<file path="src/rtl/lsu_pkg.sv">
// Shared LSU types: selection order and rotate direction.
// Imported by the age selector, its interface and the rotator.
package lsu_pkg;

  typedef enum logic {
    OLDEST_FIRST   = 1'b0,
    YOUNGEST_FIRST = 1'b1
  } select_mode_e;

  localparam bit ROT_RIGHT = 1'b0;
  localparam bit ROT_LEFT  = 1'b1;

endpackage

</file>
<file path="src/rtl/age_priority_select_pipe_if.sv">
// Request/result bundle of the age selector.
// master drives in_* and out_ready; slave drives in_ready and out_*.
interface age_priority_select_pipe_if
  import lsu_pkg::*;
#(
  parameter int DEPTH      = 32,
  parameter int NUM_SELECT = 2,
  parameter int TAG_WIDTH  = 6
);
  localparam int IDX_W = $clog2(DEPTH);
  localparam int CNT_W = $clog2(NUM_SELECT + 1);

  logic                        in_valid;
  logic                        in_ready;
  logic [DEPTH-1:0]            in_valid_bits;
  logic [IDX_W-1:0]            in_head_index;
  select_mode_e                in_mode;
  logic                        in_limit_enable;
  logic [IDX_W-1:0]            in_limit_index;
  logic [TAG_WIDTH-1:0]        in_tag;

  logic                        out_valid;
  logic                        out_ready;
  logic [NUM_SELECT*IDX_W-1:0] out_index;
  logic [NUM_SELECT-1:0]       out_index_valid;
  logic                        out_any;
  logic [CNT_W-1:0]            out_count;
  logic [TAG_WIDTH-1:0]        out_tag;

  modport master (
    output in_valid, in_valid_bits,
    output in_head_index, in_mode,
    output in_limit_enable,
    output in_limit_index, in_tag,
    output out_ready,
    input  in_ready, out_valid,
    input  out_index, out_index_valid,
    input  out_any, out_count, out_tag
  );

  modport slave (
    input  in_valid, in_valid_bits,
    input  in_head_index, in_mode,
    input  in_limit_enable,
    input  in_limit_index, in_tag,
    input  out_ready,
    output in_ready, out_valid,
    output out_index, out_index_valid,
    output out_any, out_count, out_tag
  );

endinterface

</file>
<file path="src/rtl/circular_rotate.sv">
// Barrel rotate of WIDTH bits by a runtime amount.
// Ports: data_i, amt_i (log2 WIDTH bits), data_o; DIR picks right/left.
module circular_rotate
  import lsu_pkg::*;
#(
  parameter int WIDTH = 32,
  parameter bit DIR   = ROT_RIGHT
) (
  input  logic [WIDTH-1:0]         data_i,
  input  logic [$clog2(WIDTH)-1:0] amt_i,
  output logic [WIDTH-1:0]         data_o
);
  localparam int AW = $clog2(WIDTH);

  // WIDTH is a power of two, so AW-bit
  // index arithmetic wraps for free.
  always_comb begin
    data_o = '0;
    for (int r = 0; r < WIDTH; r++) begin
      if (DIR == ROT_RIGHT)
        data_o[r] = data_i[AW'(r) + amt_i];
      else
        data_o[r] = data_i[AW'(r) - amt_i];
    end
  end

endmodule

</file>
<file path="src/rtl/age_priority_select_pipe.sv">
// Multi-grant age-order selector over a circular queue, one reg stage.
// Ports: clk, reset_n (sync, low), flush, bus (slave request/result).
module age_priority_select_pipe
  import lsu_pkg::*;
#(
  parameter int DEPTH      = 32,
  parameter int NUM_SELECT = 2,
  parameter int TAG_WIDTH  = 6
) (
  input  logic                clk,
  input  logic                reset_n,
  input  logic                flush,
  age_priority_select_pipe_if.slave bus
);
  localparam int IDX_W = $clog2(DEPTH);
  localparam int CNT_W = $clog2(NUM_SELECT + 1);
  localparam int OW    = NUM_SELECT * IDX_W;

  logic [DEPTH-1:0]      rot;
  logic [DEPTH-1:0]      win;
  logic [DEPTH-1:0]      cand;
  logic [DEPTH-1:0]      vec;
  logic [IDX_W-1:0]      lim_rel;
  logic [IDX_W-1:0]      pos;
  logic [IDX_W-1:0]      rel;
  logic                  found;
  logic                  young;
  logic                  cap;

  logic                  valid_q;
  logic [OW-1:0]         idx_d, idx_q;
  logic [NUM_SELECT-1:0] ivld_d, ivld_q;
  logic                  any_d, any_q;
  logic [CNT_W-1:0]      cnt_d, cnt_q;
  logic [TAG_WIDTH-1:0]  tag_q;

  // Bit r of rot is the entry with rel age r.
  circular_rotate #(
    .WIDTH (DEPTH),
    .DIR   (ROT_RIGHT)
  ) u_rot (
    .data_i (bus.in_valid_bits),
    .amt_i  (bus.in_head_index),
    .data_o (rot)
  );

  assign young = (bus.in_mode == YOUNGEST_FIRST);

  always_comb begin
    lim_rel = bus.in_limit_index
            - bus.in_head_index;
    win = '0;
    for (int r = 0; r < DEPTH; r++)
      win[r] = !bus.in_limit_enable ||
               (IDX_W'(r) < lim_rel);
    cand  = rot & win;
    any_d = |cand;
  end

  // Youngest-first scans a bit-reversed
  // vector; position p maps to rel ~p.
  always_comb begin
    vec    = '0;
    idx_d  = '0;
    ivld_d = '0;
    cnt_d  = '0;
    found  = 1'b0;
    pos    = '0;
    rel    = '0;
    for (int i = 0; i < DEPTH; i++)
      vec[i] = young ? cand[DEPTH-1-i]
                     : cand[i];
    for (int k = 0; k < NUM_SELECT; k++) begin
      found = 1'b0;
      pos   = '0;
      for (int i = 0; i < DEPTH; i++) begin
        if (!found && vec[i]) begin
          found = 1'b1;
          pos   = IDX_W'(i);
        end
      end
      if (found) begin
        vec[pos] = 1'b0;
        rel = young ? ~pos : pos;
        idx_d[k*IDX_W +: IDX_W] =
          rel + bus.in_head_index;
        ivld_d[k] = 1'b1;
        cnt_d = cnt_d + CNT_W'(1);
      end
    end
  end

  assign bus.in_ready = !valid_q || bus.out_ready;
  assign cap = bus.in_valid && bus.in_ready && !flush;

  always_ff @(posedge clk) begin
    if (!reset_n) begin
      valid_q <= 1'b0;
      idx_q   <= '0;
      ivld_q  <= '0;
      any_q   <= 1'b0;
      cnt_q   <= '0;
      tag_q   <= '0;
    end else begin
      if (flush)
        valid_q <= 1'b0;
      else if (cap)
        valid_q <= 1'b1;
      else if (bus.out_ready)
        valid_q <= 1'b0;
      if (cap) begin
        idx_q  <= idx_d;
        ivld_q <= ivld_d;
        any_q  <= any_d;
        cnt_q  <= cnt_d;
        tag_q  <= bus.in_tag;
      end
    end
  end

  assign bus.out_valid       = valid_q;
  assign bus.out_index       = idx_q;
  assign bus.out_index_valid = ivld_q;
  assign bus.out_any         = any_q;
  assign bus.out_count       = cnt_q;
  assign bus.out_tag         = tag_q;

endmodule

</file>
<file path="src/flat_wrapper.sv">
// flat-port wrapper written by rule: the top's interface ports become plain ports
module age_priority_select_pipe_flat import lsu_pkg::*;
#(
  parameter int DEPTH      = 32,
  parameter int NUM_SELECT = 2,
  parameter int TAG_WIDTH  = 6
)
  (clk, reset_n, flush, bus_in_valid, bus_in_valid_bits, bus_in_head_index, bus_in_mode, bus_in_limit_enable, bus_in_limit_index, bus_in_tag, bus_out_ready, bus_in_ready, bus_out_valid, bus_out_index, bus_out_index_valid, bus_out_any, bus_out_count, bus_out_tag);
  age_priority_select_pipe_if #(.DEPTH(DEPTH), .NUM_SELECT(NUM_SELECT), .TAG_WIDTH(TAG_WIDTH)) bus_i ();
  input  logic clk;
  input  logic reset_n;
  input  logic flush;
  input wire logic [$bits(bus_i.in_valid)-1:0] bus_in_valid;
  input wire logic [$bits(bus_i.in_valid_bits)-1:0] bus_in_valid_bits;
  input wire logic [$bits(bus_i.in_head_index)-1:0] bus_in_head_index;
  input wire logic [$bits(bus_i.in_mode)-1:0] bus_in_mode;
  input wire logic [$bits(bus_i.in_limit_enable)-1:0] bus_in_limit_enable;
  input wire logic [$bits(bus_i.in_limit_index)-1:0] bus_in_limit_index;
  input wire logic [$bits(bus_i.in_tag)-1:0] bus_in_tag;
  input wire logic [$bits(bus_i.out_ready)-1:0] bus_out_ready;
  output wire logic [$bits(bus_i.in_ready)-1:0] bus_in_ready;
  output wire logic [$bits(bus_i.out_valid)-1:0] bus_out_valid;
  output wire logic [$bits(bus_i.out_index)-1:0] bus_out_index;
  output wire logic [$bits(bus_i.out_index_valid)-1:0] bus_out_index_valid;
  output wire logic [$bits(bus_i.out_any)-1:0] bus_out_any;
  output wire logic [$bits(bus_i.out_count)-1:0] bus_out_count;
  output wire logic [$bits(bus_i.out_tag)-1:0] bus_out_tag;
  assign bus_i.in_valid = bus_in_valid;
  assign bus_i.in_valid_bits = bus_in_valid_bits;
  assign bus_i.in_head_index = bus_in_head_index;
  assign bus_i.in_mode = bus_in_mode;
  assign bus_i.in_limit_enable = bus_in_limit_enable;
  assign bus_i.in_limit_index = bus_in_limit_index;
  assign bus_i.in_tag = bus_in_tag;
  assign bus_i.out_ready = bus_out_ready;
  assign bus_in_ready = bus_i.in_ready;
  assign bus_out_valid = bus_i.out_valid;
  assign bus_out_index = bus_i.out_index;
  assign bus_out_index_valid = bus_i.out_index_valid;
  assign bus_out_any = bus_i.out_any;
  assign bus_out_count = bus_i.out_count;
  assign bus_out_tag = bus_i.out_tag;
  age_priority_select_pipe #(.DEPTH(DEPTH), .NUM_SELECT(NUM_SELECT), .TAG_WIDTH(TAG_WIDTH)) u_core (.clk(clk), .reset_n(reset_n), .flush(flush), .bus(bus_i));
endmodule
</file>
<file path="config.mk">
export PLATFORM = sky130hd
export DESIGN_NAME = age_priority_select_pipe_flat
export DESIGN_NICKNAME = d
export VERILOG_FILES = /design/src/rtl/lsu_pkg.sv /design/src/rtl/age_priority_select_pipe_if.sv /design/src/rtl/circular_rotate.sv /design/src/rtl/age_priority_select_pipe.sv /design/src/flat_wrapper.sv
export SDC_FILE = /design/constraint.sdc
export NUM_CORES = 1
export LEC_CHECK = 0
export CAP_MARGIN = 20
export CELL_PAD_IN_SITES_DETAIL_PLACEMENT = 0
export CELL_PAD_IN_SITES_GLOBAL_PLACEMENT = 1
export CORE_AREA = 4 4 179 137
export CTS_CLUSTER_SIZE = 14
export DETAILED_ROUTE_END_ITERATION = 6
export DIE_AREA = 0 0 183 141
export HOLD_SLACK_MARGIN = 0.1
export PLACE_DENSITY_LB_ADDON = 0.2
export SYNTH_ARGS = -nofsm -noshare
export SYNTH_HDL_FRONTEND = slang
export SYNTH_SLANG_ARGS = --single-unit
</file>
<file path="constraint.sdc">
create_clock -name clk -period 9.06 [get_ports clk]
set_input_delay 0.906 -clock clk [delete_from_list [all_inputs] [get_ports clk]]
set_output_delay 0.906 -clock clk [all_outputs]
set_load 0.01 [all_outputs]
</file>
# Word level (Yosys, flattened, before mapping)
# Cells that the tools add are included.
[totals] mem_bits_ro=0 n_memories=0 latchBits=0 reg_bits=22 ram_bits=0 wordCells=514 inputBits=55 output_inout_bits=23
[classes] add_sub_neg=35 mux=235 eq_ne=0 n_lt_le_gt_ge=66 bitwise=6 reduce_logical=166 n_div=0 multipliers=0 n_shift=0
[op_table] cell="$lt A5 B6 Y1 const B" count=33
[op_table] cell="$mux W5" count=36
[op_table] cell="$bmux W1 S5" count=32
[op_table] cell="$mux W1" count=136
[op_table] cell="$add A5 B5 Y5 const A" count=16
[op_table] cell="$lt A5 B5 Y1 const A" count=16
[op_table] cell="$logic_and A1 B1 Y1" count=65
[op_table] cell="$logic_not A1 Y1" count=65
[op_table] cell="$and A32 B32 Y32" count=2
[op_table] cell="$mux W4" count=16
[op_table] cell="$add A4 B5 Y5 const A" count=8
[op_table] cell="$lt A4 B5 Y1 const A" count=8
[op_table] cell="$logic_or A1 B1 Y1" count=33
[op_table] cell="$mux W32" count=1
[op_table] cell="$not A32 Y32" count=1
[op_table] cell="$reduce_or A32 Y1" count=1
[op_table] cell="$mux W3" count=8
[op_table] cell="$add A3 B5 Y5 const A" count=4
[op_table] cell="$lt A3 B5 Y1 const A" count=4
[op_table] cell="$add A2 B5 Y5 const A" count=2
[op_table] cell="$add A5 B5 Y5" count=2
[op_table] cell="$lt A1 B5 Y1 const A" count=2
[op_table] cell="$lt A2 B5 Y1 const A" count=2
[op_table] cell="$mux W2" count=5
[op_table] cell="9 further kinds" count=10

# Longest topological paths before layout
# Gate-level depths: netlist of the first run.
[depth] ltp_word=204 depth_mapped=32 depth_no_buf=26

# Hierarchy
# Synthesis of the first run repeated with hierarchy kept, for this count alone.
[hier_totals] hier_cells=957 area_unflattened_um2=7078.0
[modules_own_cells] mod="age_priority_select_pipe" area_per_inst_um2=4129.0 instances=1 cells_each=600 seq_area_each_um2=440.4
[modules_own_cells] mod="circular_rotate" area_per_inst_um2=2949.1 instances=1 cells_each=357 seq_area_each_um2=0.0

# Least setup slack after synthesis of the first run
# No wires, ideal clock.
[synth_path] path_type="input-to-reg" startpoint="input bus_in_head_index[1]" endpoint="register u_core.idx_q[9], in the netlist u_core.bus.out_index[9]" path_stages=28 path_slack_ns=1.744 required_time_ns=8.990 t_arrival_ns=7.246 cell_sequence="buf_4 -> buf_2 -> buf_2 -> inv_1 -> ha_1 -> buf_6 -> buf_2 -> mux4_2 -> mux2_2 -> mux4_2 -> o2bb2ai_2 -> or3_4 -> a221o_1 -> or4_4 -> o21ai_1 -> a221oi_1 -> o31ai_1 -> nand4_1 -> a31oi_1 -> xnor2_1 -> ha_1 -> fa_1 -> a21o_1 -> a21oi_1 -> xnor2_1 -> nor4_1 -> a21oi_1 -> a21oi_1"
[synth_via] elab_chain_cells=204 word_cells_on_any_way=455 cone_classes="add/sub: 33; order compare: 34; mux: 227; bitwise: 4; reduce/logical: 157"
[synth_rtl] item="start, declared" line="flat_wrapper.sv:15" source="input wire logic [$bits(bus_i.in_head_index)-1:0] bus_in_head_index;"
[synth_rtl] item="$add A5 B5 Y5 / $sub A5 B5 Y5 (equally long branches)" line="circular_rotate.sv:21, age_priority_select_pipe.sv:51"
[synth_rtl] item="$bmux W1 S5 (tied with other cells)" line="circular_rotate.sv:21" source="data_o[r] = data_i[AW'(r) + amt_i];"
[synth_rtl] item="$mux W1 (not written as such) / $logic_or A1 B1 Y1 (equally long branches)" line="circular_rotate.sv:21, age_priority_select_pipe.sv:54"
[synth_rtl] item="$and A32 B32 Y32" line="age_priority_select_pipe.sv:56" source="cand = rot & win;"
[synth_rtl] item="$mux W1" line="age_priority_select_pipe.sv:71" source="vec[i] = young ? cand[DEPTH-1-i]"
[synth_rtl] item="$mux W1" line="age_priority_select_pipe.sv:77" source="if (!found && vec[i]) begin"
[synth_rtl] item="$logic_not A1 Y1" line="age_priority_select_pipe.sv:77"
[synth_rtl] item="$logic_and A1 B1 Y1" line="age_priority_select_pipe.sv:77"
[synth_rtl] item="[188 not listed]"
[synth_rtl] item="$mux W1" line="age_priority_select_pipe.sv:77"
[synth_rtl] item="$logic_not A1 Y1" line="age_priority_select_pipe.sv:77"
[synth_rtl] item="$logic_and A1 B1 Y1" line="age_priority_select_pipe.sv:77"
[synth_rtl] item="$mux W5" line="age_priority_select_pipe.sv:77"
[synth_rtl] item="$not A5 Y5" line="age_priority_select_pipe.sv:84" source="rel = young ? ~pos : pos;"
[synth_rtl] item="$mux W5" line="age_priority_select_pipe.sv:84"
[synth_rtl] item="$add A5 B5 Y5" line="age_priority_select_pipe.sv:86" source="rel + bus.in_head_index;"
[synth_rtl] item="$mux W5 *" line="age_priority_select_pipe.sv:82" source="if (found) begin"
[synth_rtl] item="end signal, assigned" line="age_priority_select_pipe.sv:112" source="idx_q <= idx_d;"
[synth_rtl] item="end, declared" line="age_priority_select_pipe.sv:31" source="logic [OW-1:0] idx_d, idx_q;"
# Mark *: on every way between the ends. The rest lies on a longest branch, timed or not. The select of a mux whose other input is x is not followed.
# A chain may end at the register's enable or synchronous reset.

# Final worst setup path of the first run
[layout_path] startpoint="input bus_in_head_index[2]" endpoint="register u_core.idx_q[9], in the netlist u_core.bus.out_index[9]"
# Same word-level chain as after synthesis.

==> impl_metrics.py, run 1 <==
metrics = {
    "outcome": {
        "status": "finished clean",
    },
    "detailed_routing": {
        "wl_per_cell_um": 23.9,
        "num_vias": 8929,
        "ant_nets": 0,
        "drtPass1Iterations": 5,
        "drt-initial-drc-count": 1388,
        "routed_wl_mm": 32.8,
        "route.detailed.drc": 0,
        "vias_per_cell": 6.50,
    },
    "cells_and_area": {
        "syn_to_final_growth_pct": 15.2,
        "final_cell_mix": "97 x nand2_1, 74 x clkdlybuf4s50_1, 66 x mux2i_1, 58 x nor2_1, 50 x nor3_1",
        "layout-drive-gt1-share_pct": 12.3,
        "fillers": 2342,
        "final_util_pct": 39.6,
        "layout_commonest_cell": "nand2_1",
        "multi_input_area_um2": 7070,
        "antenna_cells": 0,
        "fin_nets": 1157,
        "register_area_um2": 440,
    },
    "power_and_ir_drop": {
        "p_switching_uw": 670,
        "p_seq_share_pct": 8.8,
        "p_leak_uw": 0.00330,
        "sw_frac_of_total_pct": 53.6,
        "vdd_drop_max_mv": 0.0713,
        "clkPwrFrac_pct": 10.2,
        "comb_power_share_pct": 81.0,
        "p_int_uw": 580,
        "p_per_area_nw_per_um2": 138,
    },
    "yosys": {
        "synth.area.top_cells": "mux4_2 10%, mux2i_1 8.4%, dfxtp_1 5.6%, nand2_1 4.6%, xnor2_1 4.0%",
        "syn_nets": 1104,
        "ys_ff_latch": 22,
        "synth_top_area_share_pct": 10.3,
        "synth-main-ff-cell": "dfxtp_1",
        "synth-async-reset-ratio_pct": 0,
        "synth_edf_count": 0,
        "synth_cells": 1021,
        "syn_area_um2": 7860,
        "yosysSeqAreaShare_pct": 5.61,
        "ys_types": 101,
        "yosysTopAreaCell": "mux4_2",
        "ys.warnings.count": 0,
        "syn-mean-instance-area_um2": 7.70,
    },
    "floorplanning": {
        "die_y_um": 141,
        "fp-row-count": 48,
        "die_w_um": 183,
        "die_area_um2": 25800,
        "io_pins": 78,
        "start_util_pct": 34.4,
        "core_um2": 22800,
    },
    "clock_tree": {
        "clk_latency_ns": 0.26,
        "clk_pin_slew_ns": 0.06,
        "cts.sinks": 22,
        "cts_root_buf": "clkbuf_16",
        "cts_tree": "yes",
        "cts-resized-gates": 0,
        "cts_max_level": 1,
        "postCtsSetupBuffers": 0,
        "clockBufferDepth": 2,
        "ctsHoldBuffers": 0,
        "cts_buffers": 3,
    },
    "grt": {
        "grt_pass1_vias": 7974,
        "antenna_found_initial": 0,
        "grt_pass1_wl_mm": 49.3,
        "grt_max_degree": 57,
        "track_usage_pct": 24.2,
        "grt_overflow": 0,
    },
    "worst_setup_path": {
        "path_buf_inv": 3,
        "slowest_stage": "a2111oi_0",
        "critical_path.max_fanout": 25,
        "start_kind": "input port",
        "crit_family": "compound AO/OA/AOI/OAI gates",
        "end_kind": "flop",
        "crit_arrival_ns": 8.57,
        "max_stage_delay_ns": 0.74,
        "worst-setup-path-type": "in -> reg",
        "worstPathRequired_ns": 9.26,
    },
    "placed_design": {
        "io_buffers": 77,
        "gp_routability_congestion": 0.951,
        "dp_hpwl_mm": 26.8,
    },
    "timing": {
        "post-route-period-util_pct": 92.5,
        "maxSlewHeadroom_pct": 9.70,
        "fin_crit_ns": 8.38,
        "tns_ns": 0,
        "setup-violations-final": 0,
        "skew_ns": 0.00189,
        "fmax_ghz": 0.119,
        "rsz0062_at_grt": "no",
        "tightestPinTransition_ns": 1.35,
        "maxSlewViolCount": 0,
        "hold_viol": 0,
    },
    "hold_path": {
        "min_path_type": "reg -> reg",
    },
    "job": {
        "max_cap_viol_count": 0,
    },
}
==> power by group through the flow <==
| stage | logic [uW] | registers, uW | clock network (uW) |
|---|---|---|---|
| after detailed placement | 974 | 113 | 0 |
| after global placement | 990 | 113 | 0 |
| after CTS | 981 | 111 | 129 |
| after global routing | 1090 | 112 | 135 |
| after floorplan | 673 | 117 | 0 |
| final | 1010 | 111 | 127 |
==> worst register-to-register path, cell delays in order, from the launching register on <==
cell and delay [ns]:
dfxtp_1 0.31, nor2b_1 0.15, inv_1 0.07, nand3b_1 0.66
a211o_1 0.54, o211a_1 0.14
==> per-stage QoR <==
step | hold slack, ns | std cells | power [uW] | setup slack [ns] | area, um^2
2_1_floorplan | 0.485 | 1021 | 790 | 1.74 | 7860
3_3_place_gp | 0.456 | 1368 | 1100 | 0.754 | 8940
3_5_place_dp | 0.460 | 1368 | 1090 | 0.749 | 8940
4_1_cts | 0.468 | 1372 | 1220 | 0.971 | 9040
5_1_grt | 0.510 | 1373 | 1330 | 0.239 | 9050
6_report | 0.466 | 1373 | 1250 | 0.683 | 9050
==> synth_stat cells, types with 8 or more instances <==
cell       n
o21ai_1    9
nand3_1   47
nand2b_1  13
mux2_1     9
a211oi_1  17
mux2_2    14
a21boi_0  17
nor3_1    50
nor4_1    18
nor2b_1   16
or3_1      8
a21oi_1   44
xor2_1    12
and2_1    16
xnor2_1   36
nor2_1    58
mux2i_1   66
o21ai_0   36
nand2_1   97
ha_1      25
o31ai_1   12
a21o_1    12
inv_1     14
mux4_2    36
o22ai_1   15
clkbuf_1  37
dfxtp_1   22
nand4_1   16
a31oi_1   19
buf_2     11
and3_1    19
==> area by class of cell <==
cell class                 instances  area share [%]
inverter                          16           0.664
timing repair buffer             110            11.1
sequential                        22            4.87
multi-input combinational        921            78.1
clock buffer                       3           0.830
tap                              300            4.15
clock inverter                     1           0.332
==> flip-flops by register name, indices dropped and copies added (netlist names) <==
register                    count
u_core.bus.out_any              1
u_core.bus.out_count            2
u_core.bus.out_index           10
u_core.bus.out_index_valid      2
u_core.bus.out_tag              6
u_core.bus.out_valid            1
==> routing by layer <==
metal | share of wire, % | GRT usage (%) | vias to the layer above | wire [um]
li1 | - | - | 4138 | -
met1 | 49 | 38.5 | 4288 | 16000
met2 | 39 | 32.6 | 481 | 12700
met3 | 12 | 7.71 | 22 | 3860
met4 | 0.91 | 1.92 | 0 | 299
met5 | 0 | 0 | - | 0
==> kinds of logic (layout without fill, tap and decap cells) <==
group / count (synthesis) / after routing / share of synthesized area [%]
adder cells (fa/ha/maj): 29 / 29 / 4.87
flip-flops: 22 / 22 / 5.61
buffers and inverters: 78 / 130 / 4.52
multiplexers: 126 / 126 / 22.2
XOR/XNOR: 51 / 51 / 5.97
AO/OA/AOI/OAI: 313 / 313 / 29.9
AND/OR/NAND/NOR: 402 / 402 / 26.9
==> path summary, 6_finish.rpt <==
kind / from / end / slack (ns) / cells after the start
hold reg to reg: u_core.bus.out_index[0]$_SDFFE_PN0P_ / u_core.bus.out_index[0]$_SDFFE_PN0P_ / 0.47 / 2
hold / removal: u_core.bus.out_index[0]$_SDFFE_PN0P_ / u_core.bus.out_index[0]$_SDFFE_PN0P_ / 0.47 / 2
setup / recovery: bus_in_head_index[2] / u_core.bus.out_index[9]$_SDFFE_PN0P_ / 0.68 / 26
setup reg to reg: u_core.bus.out_valid$_SDFFE_PP0P_ / u_core.bus.out_index[4]$_SDFFE_PN0P_ / 7.09 / 5
(Power assumes the default switching activity.)
==> run 2: changes to the inputs <==
--- a/config.mk
+++ b/config.mk
@@ -13,6 +13,7 @@
 export DETAILED_ROUTE_END_ITERATION = 6
 export DIE_AREA = 0 0 183 141
 export HOLD_SLACK_MARGIN = 0.1
+export MAX_ROUTING_LAYER = met4
 export PLACE_DENSITY_LB_ADDON = 0.2
 export SYNTH_ARGS = -nofsm -noshare
 export SYNTH_HDL_FRONTEND = slang
==> impl_metrics.py, run 2 (synthesis results as in run 1) <==
metrics = {
    "detailed_routing": {
        "routed_wl_mm": 32.8,
        "route.detailed.drc": 0,
        "drtPass1Iterations": 6,
        "drt-initial-drc-count": 1300,
        "wl_per_cell_um": 23.9,
        "ant_nets": 0,
        "num_vias": 8964,
        "vias_per_cell": 6.54,
    },
    "timing": {
        "tns_ns": 0,
        "post-route-period-util_pct": 90.8,
        "tightestPinTransition_ns": 1.13,
        "fin_crit_ns": 8.22,
        "hold_viol": 0,
        "fmax_ghz": 0.122,
        "skew_ns": 0.00231,
        "maxSlewViolCount": 0,
        "setup-violations-final": 0,
        "maxSlewHeadroom_pct": 25.0,
        "rsz0062_at_grt": "no",
    },
    "cells_and_area": {
        "multi_input_area_um2": 7070,
        "layout_commonest_cell": "nand2_1",
        "fin_nets": 1154,
        "antenna_cells": 0,
        "fillers": 2358,
        "layout-drive-gt1-share_pct": 12.1,
        "layout.cells.non_filler": 1370,
        "syn_to_final_growth_pct": 14.7,
        "fin_area_um2": 9010,
        "largest_reg_flops": 10,
        "final_cell_mix": "97 x nand2_1, 74 x clkdlybuf4s50_1, 66 x mux2i_1, 58 x nor2_1, 50 x nor3_1",
        "register_area_um2": 440,
    },
    "placed_design": {
        "io_buffers": 77,
        "gp_routability_congestion": 0.982,
        "dp_hpwl_mm": 26.8,
        "placed_cells": 1366,
        "post_dp_cell_area_um2": 8920,
    },
    "clock_tree": {
        "clk_pin_slew_ns": 0.06,
        "cts-resized-gates": 0,
        "cts.sinks": 22,
        "cts_tree": "yes",
        "clk_latency_ns": 0.27,
        "cts_root_buf": "clkbuf_16",
        "cts_max_level": 1,
        "clockBufferDepth": 2,
        "postCtsSetupBuffers": 0,
        "cts_buffers": 3,
        "ctsHoldBuffers": 0,
    },
    "worst_setup_path": {
        "path_buf_inv": 4,
        "cpMostUsedCell": "a21oi_1",
        "worstPathRequired_ns": 9.26,
        "end_kind": "flop",
        "start_kind": "input port",
        "reg2reg_slack_ns": 7.12,
        "worst-setup-path-type": "in -> reg",
        "crit_arrival_ns": 8.43,
        "slowest_stage": "or4b_1",
        "max_stage_delay_ns": 0.70,
        "crit_family": "compound AO/OA/AOI/OAI gates",
        "critical_path.max_fanout": 13,
    },
    "power_and_ir_drop": {
        "p_seq_share_pct": 9.0,
        "comb_power_share_pct": 82.2,
        "p_switching_uw": 672,
        "power_uw": 1230,
        "vdd_drop_max_mv": 0.0476,
        "p_leak_uw": 0.00328,
        "sw_frac_of_total_pct": 54.6,
        "p_int_uw": 558,
        "clkPwrFrac_pct": 8.8,
        "p_per_area_nw_per_um2": 136,
    },
    "floorplanning": {
        "die_w_um": 183,
        "die_area_um2": 25800,
        "die_y_um": 141,
        "fp-row-count": 48,
        "core_um2": 22800,
        "start_util_pct": 34.4,
        "io_pins": 78,
    },
    "grt": {
        "track_usage_pct": 25.1,
        "antenna_found_initial": 0,
        "grt_max_degree": 58,
        "grt_pass1_wl_mm": 49.6,
        "grt_overflow": 0,
        "grt_pass1_vias": 7974,
    },
    "outcome": {
        "status": "finished clean",
    },
    "hold_path": {
        "min_path_type": "reg -> reg",
    },
    "job": {
        "max_cap_viol_count": 0,
    },
}
==> run 2: changes by cell type in the layout (fill, tap and decap cells not counted), sizes merged <==
cell | previous run | this run
buf | 36 | 33
bufinv | 1 | 0
clkbuf | 3 | 4
==> run 2: worst reg2reg max path, stage by stage (launching register included) <==
cell and delay (ns):
dfxtp_1 0.30, nor2b_1 0.15, inv_1 0.07, nand3b_1 0.64, a211o_1 0.53, o211a_1 0.14
==> run 2: routing by layer <==
metal	GRT usage (%)	part of all wire, %	wire (um)	up-vias
met4	1.65	0.59	193	0
met2	32.2	39	12600	468
met5	-	0	0	-
met1	39.0	48	15700	4345
met3	8.33	13	4220	19
li1	-	-	-	4132
==> run 2: final cells by class <==
type                            count  share of cell area (%)
Clock buffer                        4                   0.986
Timing Repair Buffer              107                    10.9
Multi-Input combinational cell    921                    78.4
Tap cell                          300                    4.16
Inverter                           16                   0.666
Sequential cell                    22                    4.89
==> run 2: metrics by stage <==
| stage | util [%] | worst slack (ns) | hold slack (ns) |
|---|---|---|---|
| floorplan | - | 1.74 | 0.485 |
| global placement | 39.1 | 0.744 | 0.456 |
| detailed placement | 39.1 | 0.830 | 0.461 |
| CTS | 39.5 | 1.04 | 0.470 |
| global route | 39.5 | 0.254 | 0.491 |
| finish | 39.5 | 0.836 | 0.465 |
==> run 2: worst paths after layout <==
check / start / to / cells after the start
worst max register to register: u_core.bus.out_valid$_SDFFE_PP0P_ / u_core.bus.out_index[4]$_SDFFE_PN0P_ / 5
worst max-delay path: bus_in_limit_index[0] / u_core.bus.out_index[9]$_SDFFE_PN0P_ / 27
worst min register to register: u_core.bus.out_tag[1]$_SDFFE_PN0P_ / u_core.bus.out_tag[1]$_SDFFE_PN0P_ / 2
worst min-delay path: u_core.bus.out_tag[1]$_SDFFE_PN0P_ / u_core.bus.out_tag[1]$_SDFFE_PN0P_ / 2
==> run 2: power by group through the flow <==
| stage | registers [uW] | clock network (uW) | logic, uW |
|---|---|---|---|
| 5_1_grt | 112 | 116 | 1080 |
| 3_3_place_gp | 113 | 0 | 987 |
| 2_1_floorplan | 117 | 0 | 673 |
| 4_1_cts | 111 | 111 | 980 |
| 3_5_place_dp | 113 | 0 | 972 |
| 6_report | 111 | 108 | 1010 |
==> variant: new RTL, settings of run 2 <==
`NUM_SELECT` is set to 2 in 3 places; all go to 4.
--- a/src/rtl/age_priority_select_pipe_if.sv
+++ b/src/rtl/age_priority_select_pipe_if.sv
@@ -4,7 +4,7 @@
   import lsu_pkg::*;
 #(
   parameter int DEPTH      = 32,
-  parameter int NUM_SELECT = 2,
+  parameter int NUM_SELECT = 4,
   parameter int TAG_WIDTH  = 6
 );
   localparam int IDX_W = $clog2(DEPTH);
--- a/src/rtl/age_priority_select_pipe.sv
+++ b/src/rtl/age_priority_select_pipe.sv
@@ -4,7 +4,7 @@
   import lsu_pkg::*;
 #(
   parameter int DEPTH      = 32,
-  parameter int NUM_SELECT = 2,
+  parameter int NUM_SELECT = 4,
   parameter int TAG_WIDTH  = 6
 ) (
   input  logic                clk,
--- a/src/flat_wrapper.sv
+++ b/src/flat_wrapper.sv
@@ -2,7 +2,7 @@
 module age_priority_select_pipe_flat import lsu_pkg::*;
 #(
   parameter int DEPTH      = 32,
-  parameter int NUM_SELECT = 2,
+  parameter int NUM_SELECT = 4,
   parameter int TAG_WIDTH  = 6
 )
   (clk, reset_n, flush, bus_in_valid, bus_in_valid_bits, bus_in_head_index, bus_in_mode, bus_in_limit_enable, bus_in_limit_index, bus_in_tag, bus_out_ready, bus_in_ready, bus_out_valid, bus_out_index, bus_out_index_valid, bus_out_any, bus_out_count, bus_out_tag);
Interface: changed (resized bus_out_count, bus_out_index and bus_out_index_valid); port bits go from 78 to 91. The function was not compared with the original's and may differ.
==> variant against run 2 <==
Routed wire length is 35% higher. Sequential share of layout area is 0.23 points higher. Area after synthesis is 39% higher. Sequential cell count is 13 higher. Power is 110% higher. Worst setup slack worse by 560 ps. Register-to-register slack better by 110 ps. Design area is 52% higher. Critical path type unchanged.
==> variant: results (changes against run 2) <==
Parameter                              Value

Placed design
  Placed wire-length estimate    36.3 mm (+36%)
  Worst slack at placement    -129 ps (-959 ps)
  Count of buffers from port buffering    90 (+17%)
  Dpl cell area    0.0132 mm² (+48%)
  Total instance count after detailed placement    1929 (+41%)
  Routability-driven placement congestion ratio    1.11 (+13%)

Clocking
  Number of levels in the clock H-tree    2 (+1)
  CTS Buffer Depth    2 (unchanged)
  Total clock buffers created by CTS    5 (+2)

Hold path
  Worst Hold Launch    u_core.bus.out_index[2]$_SDFFE_PN0P_

Finish
  Share of layout cells above drive strength 1    22.7% (+11 points)
  Flip-flop count of the largest register, all copies and words added    20 (+10)
  Final nets    1740 (+51%)
  Fill cell instance count of the final layout    2134 (-9.5%)

Synthesis
  Count of cell types in the netlist    109 (+7.9%)
  Most frequent cells after synthesis    nand2_1, nor2_1, mux2i_1
  Net count after synthesis    1527 (+38%)
  Cells taking the most area after synthesis    mux4_2, mux2i_1, dfxtp_1
  Register area share after synthesis    6.43% (+0.82 points)
  Mean cell area of the mapped netlist    7.61 µm² (-1.1%)

Global route
  Antenna violations before repair    1 (+1)
  Largest net degree at the start of global routing    50 (-14%)
  Vias in the first global route    11800 (+48%)
  Global-route wire length before repair    68.4 mm (+38%)
  Global routing usage summed across all routing layers    33.9% (+8.8 points)

Route
  Violation count after the first detailed-route iteration    1912 (+47%)
  Number of detailed-route iterations in the first pass    5 (-1)
  DR WL/cell    22.8 µm (-4.9%)
  Overall via count from detail_route    13200 (+47%)
  Overall routed net length    44.3 mm (+35%)

Status
  Status    completed

STA
  Minimum clock period after layout    8780 ps (+558 ps)
  Worst hold slack after final layout    460 ps (-4.70 ps)
  Fin Clk Skew    3.65 ps (+1.34 ps)

Critical path
  Slowest stage cell on the critical path    clkdlybuf4s50_1
  Critical Path Start    bus_in_head_index[2]
  Worst EP arrival    8980 ps (+550 ps)
  Maximum fanout encountered on the critical timing path    12 (-1)
  Biggest cell delay along the critical path    490 ps (-210 ps)

Power
  VDD IR max    100 µV (+110%)
  Fraction of power spent switching nets    52.1% (-2.5 points)
variant: final cells by class:
class / count / area share (%)
antenna: 1 / 0.0183
clock buffer: 7 / 0.968
clock inverter: 1 / 0.0365
inverter: 29 / 0.795
multi-input combinational: 1293 / 73.0
sequential: 35 / 5.12
tap: 300 / 2.74
timing repair buffer: 281 / 17.3
variant: power by group through the flow:
stage / registers (W) / logic, W / clock network (W)
after floorplan: 0.000206 / 0.00130 / 0
after global placement: 0.000196 / 0.00204 / 0
after detailed placement: 0.000196 / 0.00205 / 0
after CTS: 0.000193 / 0.00206 / 0.000161
after global routing: 0.000197 / 0.00236 / 0.000171
final: 0.000193 / 0.00220 / 0.000158
variant: metal layers:
metal,vias up,share of wire (%),global-route usage (%)
met4,0,0.96,3.57
li1,5999,-,-
met2,895,37,42.2
met5,-,0,-
met3,50,18,14.7
met1,6219,44,51.2
variant: worst paths after layout:
| kind | endpoint | cells past startpoint |
|---|---|---|
| min | u_core.bus.out_index[2]$_SDFFE_PN0P_ | 2 |
| max reg2reg | u_core.bus.out_index[12]$_SDFFE_PN0P_ | 5 |
| max | u_core.bus.out_index[19]$_SDFFE_PN0P_ | 35 |
| min reg2reg | u_core.bus.out_index[2]$_SDFFE_PN0P_ | 2 |
variant: what timing repair did:
item / 4_1_cts / 5_1_grt
setup endpoints to repair: 0 / 4
resized for setup: 0 / 60
hold buffers: 0 / 0
buffers inserted: 0 / 9
variant: cells by family (layout without fill, tap and decap cells):
family / after synthesis / in the layout / synth area share (%)
simple gates: 548 / 548 / 26.1
compound gates: 461 / 461 / 30.1
mux: 163 / 163 / 21.1
buf+inv: 104 / 318 / 4.61
xor+xnor: 73 / 73 / 6.00
fa+ha+maj: 48 / 48 / 5.68
flops: 35 / 35 / 6.43
other cells: 0 / 1 / 0
